<file path="src/rtl/stage_wb_skid.sv">
// MEM->WB pipeline stage with valid/ready handshake, 2-entry skid buffer,
// synchronous flush and same-beat write-collision resolution across lanes.
module stage_wb_skid #(
    parameter int unsigned DATA_WIDTH = 32,
    parameter int unsigned REG_ADDR   = 3,
    parameter int unsigned LANES      = 2
) (
    input  logic                          clk,
    input  logic                          reset_n,
    input  logic                          flush,
    input  logic                          in_valid,
    output logic                          in_ready,
    input  logic [LANES-1:0]              in_wen,
    input  logic [LANES*REG_ADDR-1:0]     in_waddr,
    input  logic [LANES*DATA_WIDTH-1:0]   in_wdata,
    output logic                          out_valid,
    input  logic                          out_ready,
    output logic [LANES-1:0]              out_wen,
    output logic [LANES*REG_ADDR-1:0]     out_waddr,
    output logic [LANES*DATA_WIDTH-1:0]   out_wdata
);

    localparam int unsigned AW = LANES * REG_ADDR;
    localparam int unsigned DW = LANES * DATA_WIDTH;

    // Main entry (drives outputs) and skid entry
    logic             m_valid, s_valid;
    logic [LANES-1:0] m_wen,   s_wen;
    logic [AW-1:0]    m_waddr, s_waddr;
    logic [DW-1:0]    m_wdata, s_wdata;

    logic             m_valid_n, s_valid_n;
    logic [LANES-1:0] m_wen_n,   s_wen_n;
    logic [AW-1:0]    m_waddr_n, s_waddr_n;
    logic [DW-1:0]    m_wdata_n, s_wdata_n;

    logic             accept_c;
    logic             drain_c;
    logic [LANES-1:0] cap_wen_c;

    // Collision resolution: a lower lane loses its enable to any higher lane writing the same register
    always_comb begin
        cap_wen_c = in_wen;
        for (int unsigned i = 0; i < LANES; i++) begin
            for (int unsigned j = i + 1; j < LANES; j++) begin
                if (in_wen[i] && in_wen[j] &&
                    (in_waddr[i*REG_ADDR +: REG_ADDR] == in_waddr[j*REG_ADDR +: REG_ADDR])) begin
                    cap_wen_c[i] = 1'b0;
                end
            end
        end
    end

    assign accept_c = in_valid & ~s_valid;
    assign drain_c  = m_valid & out_ready;

    // Next-state for both entries; flush overrides every other transition
    always_comb begin
        m_valid_n = m_valid;
        m_wen_n   = m_wen;
        m_waddr_n = m_waddr;
        m_wdata_n = m_wdata;
        s_valid_n = s_valid;
        s_wen_n   = s_wen;
        s_waddr_n = s_waddr;
        s_wdata_n = s_wdata;

        if (flush) begin
            m_valid_n = 1'b0;
            s_valid_n = 1'b0;
        end else if (drain_c && s_valid) begin
            // Skid entry moves forward; upstream is stalled this cycle
            m_valid_n = 1'b1;
            m_wen_n   = s_wen;
            m_waddr_n = s_waddr;
            m_wdata_n = s_wdata;
            s_valid_n = 1'b0;
        end else if (drain_c || !m_valid) begin
            // Main entry is free or emptying: capture straight into it
            m_valid_n = accept_c;
            if (accept_c) begin
                m_wen_n   = cap_wen_c;
                m_waddr_n = in_waddr;
                m_wdata_n = in_wdata;
            end
        end else if (accept_c) begin
            // Main entry stalled: park the incoming beat in the skid entry
            s_valid_n = 1'b1;
            s_wen_n   = cap_wen_c;
            s_waddr_n = in_waddr;
            s_wdata_n = in_wdata;
        end
    end

    // Entry registers with defined zero reset values
    always_ff @(posedge clk or negedge reset_n) begin
        if (!reset_n) begin
            m_valid <= 1'b0;
            m_wen   <= '0;
            m_waddr <= '0;
            m_wdata <= '0;
            s_valid <= 1'b0;
            s_wen   <= '0;
            s_waddr <= '0;
            s_wdata <= '0;
        end else begin
            m_valid <= m_valid_n;
            m_wen   <= m_wen_n;
            m_waddr <= m_waddr_n;
            m_wdata <= m_wdata_n;
            s_valid <= s_valid_n;
            s_wen   <= s_wen_n;
            s_waddr <= s_waddr_n;
            s_wdata <= s_wdata_n;
        end
    end

    // Outputs are pure functions of the entry flops
    assign in_ready  = ~s_valid;
    assign out_valid = m_valid;
    assign out_wen   = m_wen & {LANES{m_valid}};
    assign out_waddr = m_waddr;
    assign out_wdata = m_wdata;

endmodule
</file>
<file path="config.mk">
export PLATFORM = sky130hd
export DESIGN_NAME = stage_wb_skid
export DESIGN_NICKNAME = d
export VERILOG_FILES = /design/src/rtl/stage_wb_skid.sv
export SDC_FILE = /design/constraint.sdc
export NUM_CORES = 1
export LEC_CHECK = 0
export ABC_AREA = 0
export CORE_ASPECT_RATIO = 2
export CORE_MARGIN = 2
export CORE_UTILIZATION = 43
export DETAILED_ROUTE_END_ITERATION = 8
export PLACE_DENSITY = 0.71
export REMOVE_ABC_BUFFERS = 1
export SETUP_SLACK_MARGIN = 0.02
export SYNTH_ARGS = -nofsm -noshare
export SYNTH_HDL_FRONTEND = slang
export SYNTH_SLANG_ARGS = --single-unit
</file>
<file path="constraint.sdc">
create_clock -name clk -period 2.6 [get_ports clk]
set_input_delay 0.39 -clock clk [delete_from_list [all_inputs] [get_ports clk]]
set_output_delay 0.39 -clock clk [all_outputs]
set_load 0.1 [all_outputs]
</file>
==> metrics, run 1 <==
layout cells sized above 1=0.266; Die X=89.4 um; global-route wire length before repair=25.0 mm; Pins Over Slew Limit=0; worst-skew pair later-pin latency=0.41 ns; PwrDens=1030 nW/um2; Synth async-reset ratio=1.00; Root Buffer Master=clkbuf_16; Final period util=0.694; GR Util met2=0.360; die height=175 um; Post-Syn Area per Cell=11.1 um2; post-CTS resize count=0; Primary FF master, synth=dfrtp_1; port bufs=150; Post-CTS Setup Bufs=0; Num CTS Buffers=17; largest net degree at the start of global routing=75; Max FO, Critical Path=60; clock skew=0.0139 ns; DR vias/cell=5.17; Post-DP HPWL=10.6 mm; CP Launch Type=register; clk sinks=146; Layout Nets=783; Tmin final=1.80 ns; # setup viols final=0; Core Region=14400 um2; Slew headroom=0.630; initial cell density of the core=0.437; Post-synth EDFFs=0; yosys warns=0; status=complete, no violations; M3 GR Usage=0.0302; Mapped Cells=564; P&R area growth vs syn=35.4%; Crit. End Element=register; commonest cells after routing, fill and taps aside=dfrtp_1 (146), nand2_1 (145), clkdlybuf4s50_1 (75), buf_4 (75); CTS Hold Bufs=1; Max IR drop VDD=0.516 mV; critical path class=register to register; Layout Cells excl Fill=911; Seq cells post-synth=146; # DRC=0; total grt overflow=0; CTS max path bufs=2; placed cell count=878; Avg WL per Cell=17.2 um; CTS H-tree lvls=4; Hold/Removal Path Class=primary input to async pin; clock-pin slew on the worst setup and hold paths=0.06 ns; routing usage on met1=0.244; max_cap viols=0; die area=15600 um2; # rows=62; First-pass DRT Iterations=4; Fmax achieved=554 MHz; initial antenna violation count=0; CP Data Required Time=2.93 ns; TritonCTS clock tree=yes; vias in the first global route=4880; final hold violation count=0; sequential fraction of the synthesis area=0.582; Distinct cells, synth=26; GPL Wtd Cong=0.773; number of DRC markers in iteration 0=286; leakage=0.00394 uW; mapped cell area=6280 um2; final antenna-violating net count=0; commonest non-fill, non-tap cell in the layout=dfrtp_1; endpoint arrival time on the critical path=2.13 ns; ant diodes=0; drt total wl=15.7 mm; via count=4708; RSZ-0062 raised after global routing=no; Least-Margin Pin Slew=0.556 ns; hold slack=0.485 ns; Tot GR Track Use=0.207; GRT Max-Usage Layer=met2; # IOs=151
[routing by layer]
| layer | vias up | part of all wire |
|---|---|---|
| li1 | 2198 | - |
| met1 | 2365 | 0.38 |
| met2 | 117 | 0.56 |
| met3 | 28 | 0.030 |
| met4 | 0 | 0.033 |
| met5 | - | 0 |
[path summary, 6_finish.rpt]
check	slack (ns)	end	start	depth (start not counted)
worst min register to register	0.50	s_wen[0]$_DFFE_PN0P_	s_wen[0]$_DFFE_PN0P_	2
min in group clk	0.50	s_wen[0]$_DFFE_PN0P_	s_wen[0]$_DFFE_PN0P_	2
worst min-delay path	0.49	out_wdata[2]$_DFFE_PN0P_	reset_n	2
worst max register to register	0.80	out_wdata[6]$_DFFE_PN0P_	out_valid$_DFFE_PN0P_	5
worst max-delay path	0.80	out_wdata[6]$_DFFE_PN0P_	out_valid$_DFFE_PN0P_	5
max in group asynchronous	1.30	out_wdata[39]$_DFFE_PN0P_	reset_n	3
[cell type report]
cell class	count	area [um2]
Multi-Input combinational cell	378	2430
Tap cell	192	240
Inverter	2	7.51
Clock buffer	20	447
Sequential cell	146	3650
Fill cell	1189	5850
Clock inverter	12	205
Timing Repair Buffer	161	1520
[cells by family (layout without fill, tap and decap cells)]
group | count (synthesis) | count (layout) | share of synthesized area
xor+xnor | 3 | 3 | 0.00419
buf+inv | 40 | 195 | 0.0337
simple gates | 226 | 226 | 0.140
mux | 71 | 71 | 0.161
flops | 146 | 146 | 0.582
compound gates | 78 | 78 | 0.0787
[where the power goes]
group | switching [uW] | internal, uW
clock network | 950 | 1740
logic | 2040 | 908
registers | 340 | 2810
total | 3330 | 5460
[metrics by stage]
stage	util	cell area, um2	power (uW)	worst slack (ns)	setup TNS (ns)
detailed placement	0.546	7840	6140	0.403	0
floorplan	-	6070	5360	-3.47	-326.42
CTS	0.592	8500	8850	0.766	0
global placement	0.546	7840	6060	0.441	0
finish	0.592	8500	8790	0.796	0
global route	0.592	8500	9120	0.639	0
[synthesized netlist by cell type (2+ instances only)]
master / number / share of area
dfrtp_1: 146 / 0.58
nand2_1: 145 / 0.087
a31oi_1: 72 / 0.072
nor2_1: 72 / 0.043
mux2_4: 57 / 0.14
clkbuf_1: 19 / 0.011
mux2_2: 14 / 0.025
buf_2: 10 / 0.0080
buf_6: 6 / 0.011
xnor2_1: 3 / 0.0042
a21oi_1: 2 / 0.0016
and2_1: 2 / 0.0020
buf_1: 2 / 0.0012
inv_1: 2 / 0.0012
[worst max-delay path: stages (launching register included)]
cell and delay [ns]:
dfrtp_1 0.47, nor2b_1 0.21, a211oi_4 0.47, buf_12 0.30
nor2_1 0.08, a31oi_1 0.16
[flip-flops by register name, indices dropped and copies added (netlist names)]
signal / flops
m_wen: 2
out_valid: 1
out_waddr: 6
out_wdata: 64
s_valid: 1
s_waddr: 6
s_wdata: 64
s_wen: 2
Note: power is estimated with default switching activity, not from simulation.
==> run 2: changes to the inputs <==
- PLACE_DENSITY: 0.71 -> 0.74
- clock period: 2.6 -> 1.5 ns (I/O delays scaled with it)
==> run 2 against run 1 <==
  * The flow now finishes with violations (negative setup slack)
  * Sequential power increased by 83%
  * Critical path depth increased by 3
  * Clock power increased by 53%
==> metrics, run 2 (same netlist as run 1, synthesis figures left out) <==
Tmin final=1.78 ns (was 1.80 ns); FF-to-FF End=out_wdata[60]$_DFFE_PN0P_ (was out_wdata[6]$_DFFE_PN0P_); CP Launch Type=register (unchanged); commonest non-fill, non-tap cell in the layout=dfrtp_1 (unchanged); TritonCTS clock tree=yes (unchanged); port bufs=150 (unchanged); Tot GR Track Use=0.236 (was 0.207); Final period util=1.19 (was 0.694); final antenna-violating net count=0 (unchanged); flop2flop setup slack=-0.28 ns (was 0.80 ns); # DRC=0 (unchanged); largest net degree at the start of global routing=43 (was 75); Post-DP HPWL=12.0 mm (was 10.6 mm); # IOs=151 (unchanged); die area=15600 um2 (unchanged); layout cells sized above 1=0.368 (was 0.266); R2R cell count=8 (was 5); Avg WL per Cell=20.4 um (was 17.2 um); endpoint arrival time on the critical path=2.10 ns (was 2.13 ns); First-pass DRT Iterations=5 (was 4); Num CTS Buffers=17 (unchanged); DR vias/cell=5.48 (was 5.17); Least-Margin Pin Slew=0.434 ns (was 0.556 ns); placed cell count=896 (was 878); CP max stage delay=0.40 ns (was 0.47 ns); CTS H-tree lvls=4 (unchanged); # setup viols final=147 (was 0); Max IR drop VDD=1.18 mV (was 0.516 mV); DP Area=8930 um2 (was 7840 um2); multi-input logic area=2660 um2 (was 2430 um2); Hold/Removal Path Class=primary input to async pin (unchanged); initial cell density of the core=0.437 (unchanged); P&R area growth vs syn=62.2% (was 35.4%); cell mode on critical path=buf_12; number of DRC markers in iteration 0=279 (was 286); FF+latch area=3650 um2 (about the same); via count=5194 (was 4708); max_cap viols=0 (unchanged); critical path launch point=s_valid$_DFFE_PN0P_ (was out_valid$_DFFE_PN0P_); hold slack=0.309 ns (was 0.485 ns); vias in the first global route=5359 (was 4880); Max FO, Critical Path=7 (was 60); clock-pin slew on the worst setup and hold paths=0.06 ns (about the same); worst-skew pair later-pin latency=0.41 ns (about the same); finished layout cell area=10200 um2 (was 8500 um2); clk sinks=146 (unchanged); failing checks=negative setup slack; # rows=62 (unchanged); crit path cell chain=nand2b_4, buf_12, a211oi_4, buf_12, buf_12, clkbuf_16, nor2_1, a31oi_1 (was nor2b_1, a211oi_4, buf_12, nor2_1, a31oi_1); final hold violation count=0 (unchanged); RSZ-0062 raised after global routing=yes (was no); Fmax achieved=563 MHz (was 554 MHz); clock skew=0.00962 ns (was 0.0139 ns); Die X=89.4 um (unchanged); commonest cells after routing, fill and taps aside=dfrtp_1 (145), nand2_1 (144), buf_12 (88), clkdlybuf4s50_1 (75), a31oi_1 (66) (was dfrtp_1 (146), nand2_1 (145), clkdlybuf4s50_1 (75), buf_4 (75)); Root Buffer Master=clkbuf_16 (unchanged); GPL Wtd Cong=0.867 (was 0.773); Layout Cells excl Fill=948 (was 911); Core Region=14400 um2 (unchanged); Fill cells=936 (was 1189); Slew headroom=0.711 (was 0.630); CTS max path bufs=2 (unchanged); Final WS setup=-0.278 ns (was 0.796 ns); die height=175 um (unchanged); Pins Over Slew Limit=0 (unchanged); Layout Nets=819 (was 783); critical path class=register to register (unchanged); drt total wl=19.3 mm (was 15.7 mm); total grt overflow=0 (unchanged); worst setup path endpoint=out_wdata[60]$_DFFE_PN0P_ (was out_wdata[6]$_DFFE_PN0P_); Crit. End Element=register (unchanged); CP Data Required Time=1.82 ns (was 2.93 ns); PwrDens=1600 nW/um2 (was 1030 nW/um2); Slowest-stage cell, CP=dfrtp_1 (unchanged); global-route wire length before repair=27.8 mm (was 25.0 mm); leakage=0.00460 uW (was 0.00394 uW); initial antenna violation count=1 (was 0); status=finished, violations left (was complete, no violations); RR Startpoint=s_valid$_DFFE_PN0P_ (was out_valid$_DFFE_PN0P_)
run 2: worst min-delay path by stage:
stage / start / cells past startpoint / to
after detailed placement: reset_n / 1 / out_wdata[0]$_DFFE_PN0P_
after floorplan: reset_n / 0 / m_wen[0]$_DFFE_PN0P_
after CTS: reset_n / 2 / out_wdata[7]$_DFFE_PN0P_
final: reset_n / 2 / out_wdata[37]$_DFFE_PN0P_
after global placement: reset_n / 1 / out_wdata[0]$_DFFE_PN0P_
after global routing: reset_n / 2 / out_wdata[37]$_DFFE_PN0P_
run 2: where the power goes:
group          switching, uW  internal, uW  total, uW
logic                   3730          2750       6480
clock network           1690          2420       4110
registers                871          4880       5750
run 2: layout make-up:
cell class	instances	share of cell area
sequential	146	0.359
multi-input combinational	378	0.261
inverter	2	0.000737
clock inverter	12	0.0104
tap	192	0.0236
antenna	1	0.000246
timing repair buffer	197	0.299
clock buffer	20	0.0458
run 2: per-stage QoR:
step	total power [uW]	TNS, ns	worst slack (ns)	util
finish	16300	-27.21	-0.278	0.709
global route	16900	-30.30	-0.306	0.709
CTS	16100	-14.14	-0.140	0.675
detailed placement	11900	-58.47	-0.480	0.623
global placement	11700	-52.96	-0.420	0.623
floorplan	9290	-487.06	-4.57	-
run 2: timing repair:
item                                   in CTS  in global routing
setup endpoints to repair                 145                146
pin swaps                                   1                  1
setup buffers                               2                  9
gates cloned                                4                  8
endpoints found under the hold margin      38                  0
hold buffers                                1                  0
resized for setup                          12                 81
run 2: critical path, delay by kind of cell, from the launching register on:
kind,cells,cell delay (ns)
flops,1,0.40
simple gates,2,0.21
buf+inv,4,0.61
compound gates,2,0.46
run 2: metal layers:
| metal | track usage | share of wire | wire, um |
|---|---|---|---|
| met1 | 0.251 | 0.33 | 6430 |
| met5 | 0 | 0 | 0 |
| met2 | 0.402 | 0.55 | 10600 |
| met4 | 0.170 | 0.076 | 1480 |
| met3 | 0.0425 | 0.042 | 813 |
==> run 3: changes to the inputs <==
- CORE_MARGIN: 2 -> 3
==> run 3 against run 2 <==
  * Clock skew fell by 0.0014 ns
  * Maximum frequency is 4.8% higher
  * Critical endpoint unchanged
  * First-iteration DRC count grew 1.4%
  * The run still ends with negative setup slack left
  * Register-to-register slack better by 0.08 ns
  * Critical path type unchanged
==> metrics, run 3 (same netlist as run 1, synthesis figures left out) <==
ant diodes=0 (was 1); layout cells sized above 1=0.353 (was 0.368); Tmin final=1.70 ns (was 1.78 ns); clk sinks=146 (unchanged); Avg WL per Cell=20.5 um (was 20.4 um); initial cell density of the core=0.444 (was 0.437); # IOs=151 (unchanged); critical path class=register to register (unchanged); Final period util=1.13 (was 1.19); vias in the first global route=5336 (was 5359); # setup viols final=142 (was 147); Layout Nets=820 (was 819); M3 GR Usage=0.0455 (was 0.0425); CP Launch Type=register (unchanged); Setup TNS Final=-17.99 ns (was -27.21 ns); total grt overflow=0 (unchanged); P_sw=6260 uW (was 6300 uW); Slew headroom=0.725 (was 0.711); GRT Max-Usage Layer=met2 (unchanged); CTS H-tree lvls=4 (unchanged); die height=177 um (was 175 um); initial antenna violation count=0 (was 1); Root Buffer Master=clkbuf_16 (unchanged); CTS max path bufs=2 (unchanged); final hold violation count=0 (unchanged); largest net degree at the start of global routing=76 (was 43); final antenna-violating net count=0 (unchanged); Comb pwr share=0.384 (was 0.397); Least-Margin Pin Slew=0.413 ns (was 0.434 ns); FF+latch area=3650 um2 (about the same); # rows=61 (was 62); Core Region=14100 um2 (was 14400 um2); Hold/Removal Path Class=primary input to async pin (unchanged); Fmax achieved=589 MHz (was 563 MHz); Die X=91.4 um (was 89.4 um); Post-DP HPWL=12.2 mm (was 12.0 mm); DR vias/cell=5.48 (about the same); TritonCTS clock tree=yes (unchanged); leakage=0.00462 uW (was 0.00460 uW); via count=5181 (was 5194); placed cell count=894 (was 896); sequential share of power=0.344 (was 0.352); FF-to-FF End=out_wdata[60]$_DFFE_PN0P_ (unchanged); First-pass DRT Iterations=5 (unchanged); Num CTS Buffers=17 (unchanged); clock skew=0.00824 ns (was 0.00962 ns); Max FO, Critical Path=8 (was 7); finished layout cell area=10200 um2 (about the same); P&R area growth vs syn=61.8% (was 62.2%); port bufs=150 (unchanged); Layout Cells excl Fill=945 (was 948); GPL Wtd Cong=0.798 (was 0.867); Max IR drop VDD=1.23 mV (was 1.18 mV); status=finished, violations left (unchanged); DP Area=8950 um2 (was 8930 um2); R2R cell count=8 (unchanged); RSZ-0062 raised after global routing=yes (unchanged); routing usage on met1=0.236 (was 0.251); drt total wl=19.4 mm (was 19.3 mm); max_cap viols=0 (unchanged); clock-pin slew on the worst setup and hold paths=0.06 ns (about the same); worst-skew pair later-pin latency=0.41 ns (about the same); Sw Share=0.374 (was 0.386); GR Util met2=0.402 (about the same); flop2flop setup slack=-0.20 ns (was -0.28 ns); PwrDens=1650 nW/um2 (was 1600 nW/um2); global-route wire length before repair=28.1 mm (was 27.8 mm); failing checks=negative setup slack (unchanged); Tot GR Track Use=0.224 (was 0.236); # DRC=0 (unchanged); internal power component=10500 uW (was 10000 uW); multi-input logic area=2630 um2 (was 2660 um2); hold slack=0.253 ns (was 0.309 ns); RR Startpoint=s_valid$_DFFE_PN0P_ (unchanged); Crit. End Element=register (unchanged); endpoint arrival time on the critical path=2.03 ns (was 2.10 ns); Clock Power Share=0.272 (was 0.251); Pins Over Slew Limit=0 (unchanged); commonest cells after routing, fill and taps aside=dfrtp_1 (146), nand2_1 (144), buf_12 (85), clkdlybuf4s50_1 (75), a31oi_1 (71) (was dfrtp_1 (145), nand2_1 (144), buf_12 (88), clkdlybuf4s50_1 (75), a31oi_1 (66)); commonest non-fill, non-tap cell in the layout=dfrtp_1 (unchanged); Final WS setup=-0.197 ns (was -0.278 ns); post-place setup slack=-0.539 ns (was -0.480 ns); CP Data Required Time=1.83 ns (was 1.82 ns); Fill cells=924 (was 936); die area=16200 um2 (was 15600 um2); number of DRC markers in iteration 0=283 (was 279)
[run 3: changes by cell type in the layout (fill, tap and decap cells not counted), sizes merged]
cell / before / now
clkinvlp: 4 / 1
bufbuf: 1 / 0
diode: 1 / 0
buf: 113 / 114
bufinv: 1 / 4
inv: 4 / 5
[run 3: critical path, stage by stage, from the launching register on]
cell and delay [ns]:
dfrtp_1 0.38, nand2b_4 0.16, buf_12 0.13, a211oi_4 0.21
buf_6 0.16, clkbuf_16 0.17, clkbuf_16 0.18, nor2_1 0.05
a31oi_1 0.16
[run 3: what timing repair did]
action / 4_1_cts / 5_1_grt
pin swaps: 1 / 2
resized for setup: 7 / 67
hold buffers: 1 / 0
setup endpoints to repair: 141 / 145
endpoints found under the hold margin: 68 / 0
setup buffers: 4 / 5
cloned: 3 / 8
[run 3: metrics by stage]
step	total power [uW]	utilization
3_3_place_gp	11700	0.634
3_5_place_dp	11900	0.634
4_1_cts	16500	0.689
2_1_floorplan	9290	-
5_1_grt	17300	0.719
6_report	16700	0.719
[run 3: worst max-delay path by stage]
stage                          startpoint                   endpoint  slack (ns)  depth (start not counted)
finish                s_valid$_DFFE_PN0P_  out_wdata[60]$_DFFE_PN0P_       -0.20                          8
global placement                 in_valid  out_wdata[37]$_DFFE_PN0P_       -0.43                          8
floorplan           out_valid$_DFFE_PN0P_       m_wen[0]$_DFFE_PN0P_       -4.57                          3
global route          s_valid$_DFFE_PN0P_  out_wdata[50]$_DFFE_PN0P_       -0.29                          8
detailed placement               in_valid  out_wdata[55]$_DFFE_PN0P_       -0.54                          8
CTS                   s_valid$_DFFE_PN0P_  out_wdata[55]$_DFFE_PN0P_       -0.21                          7
[run 3: layer usage]
metal	vias up	routed length (um)
li1	2268	-
met1	2641	6490
met2	211	11100
met3	61	832
met4	0	932
met5	-	0
[run 3: power groups by stage]
stage / logic (uW) / registers [uW] / clock network, uW
floorplan: 1310 / 7980 / 0
global placement: 6060 / 5640 / 0
detailed placement: 6180 / 5690 / 0
CTS: 6220 / 5670 / 4600
global route: 6640 / 5840 / 4780
finish: 6430 / 5750 / 4550
[run 3: cell type report]
cell class,instances,area share
flip-flops and latches,146,0.360
repair buffers,198,0.295
multi-input cells,378,0.259
clock buffers,19,0.0446
well taps,189,0.0233
clock inverters,13,0.0176
inverters,2,0.000986
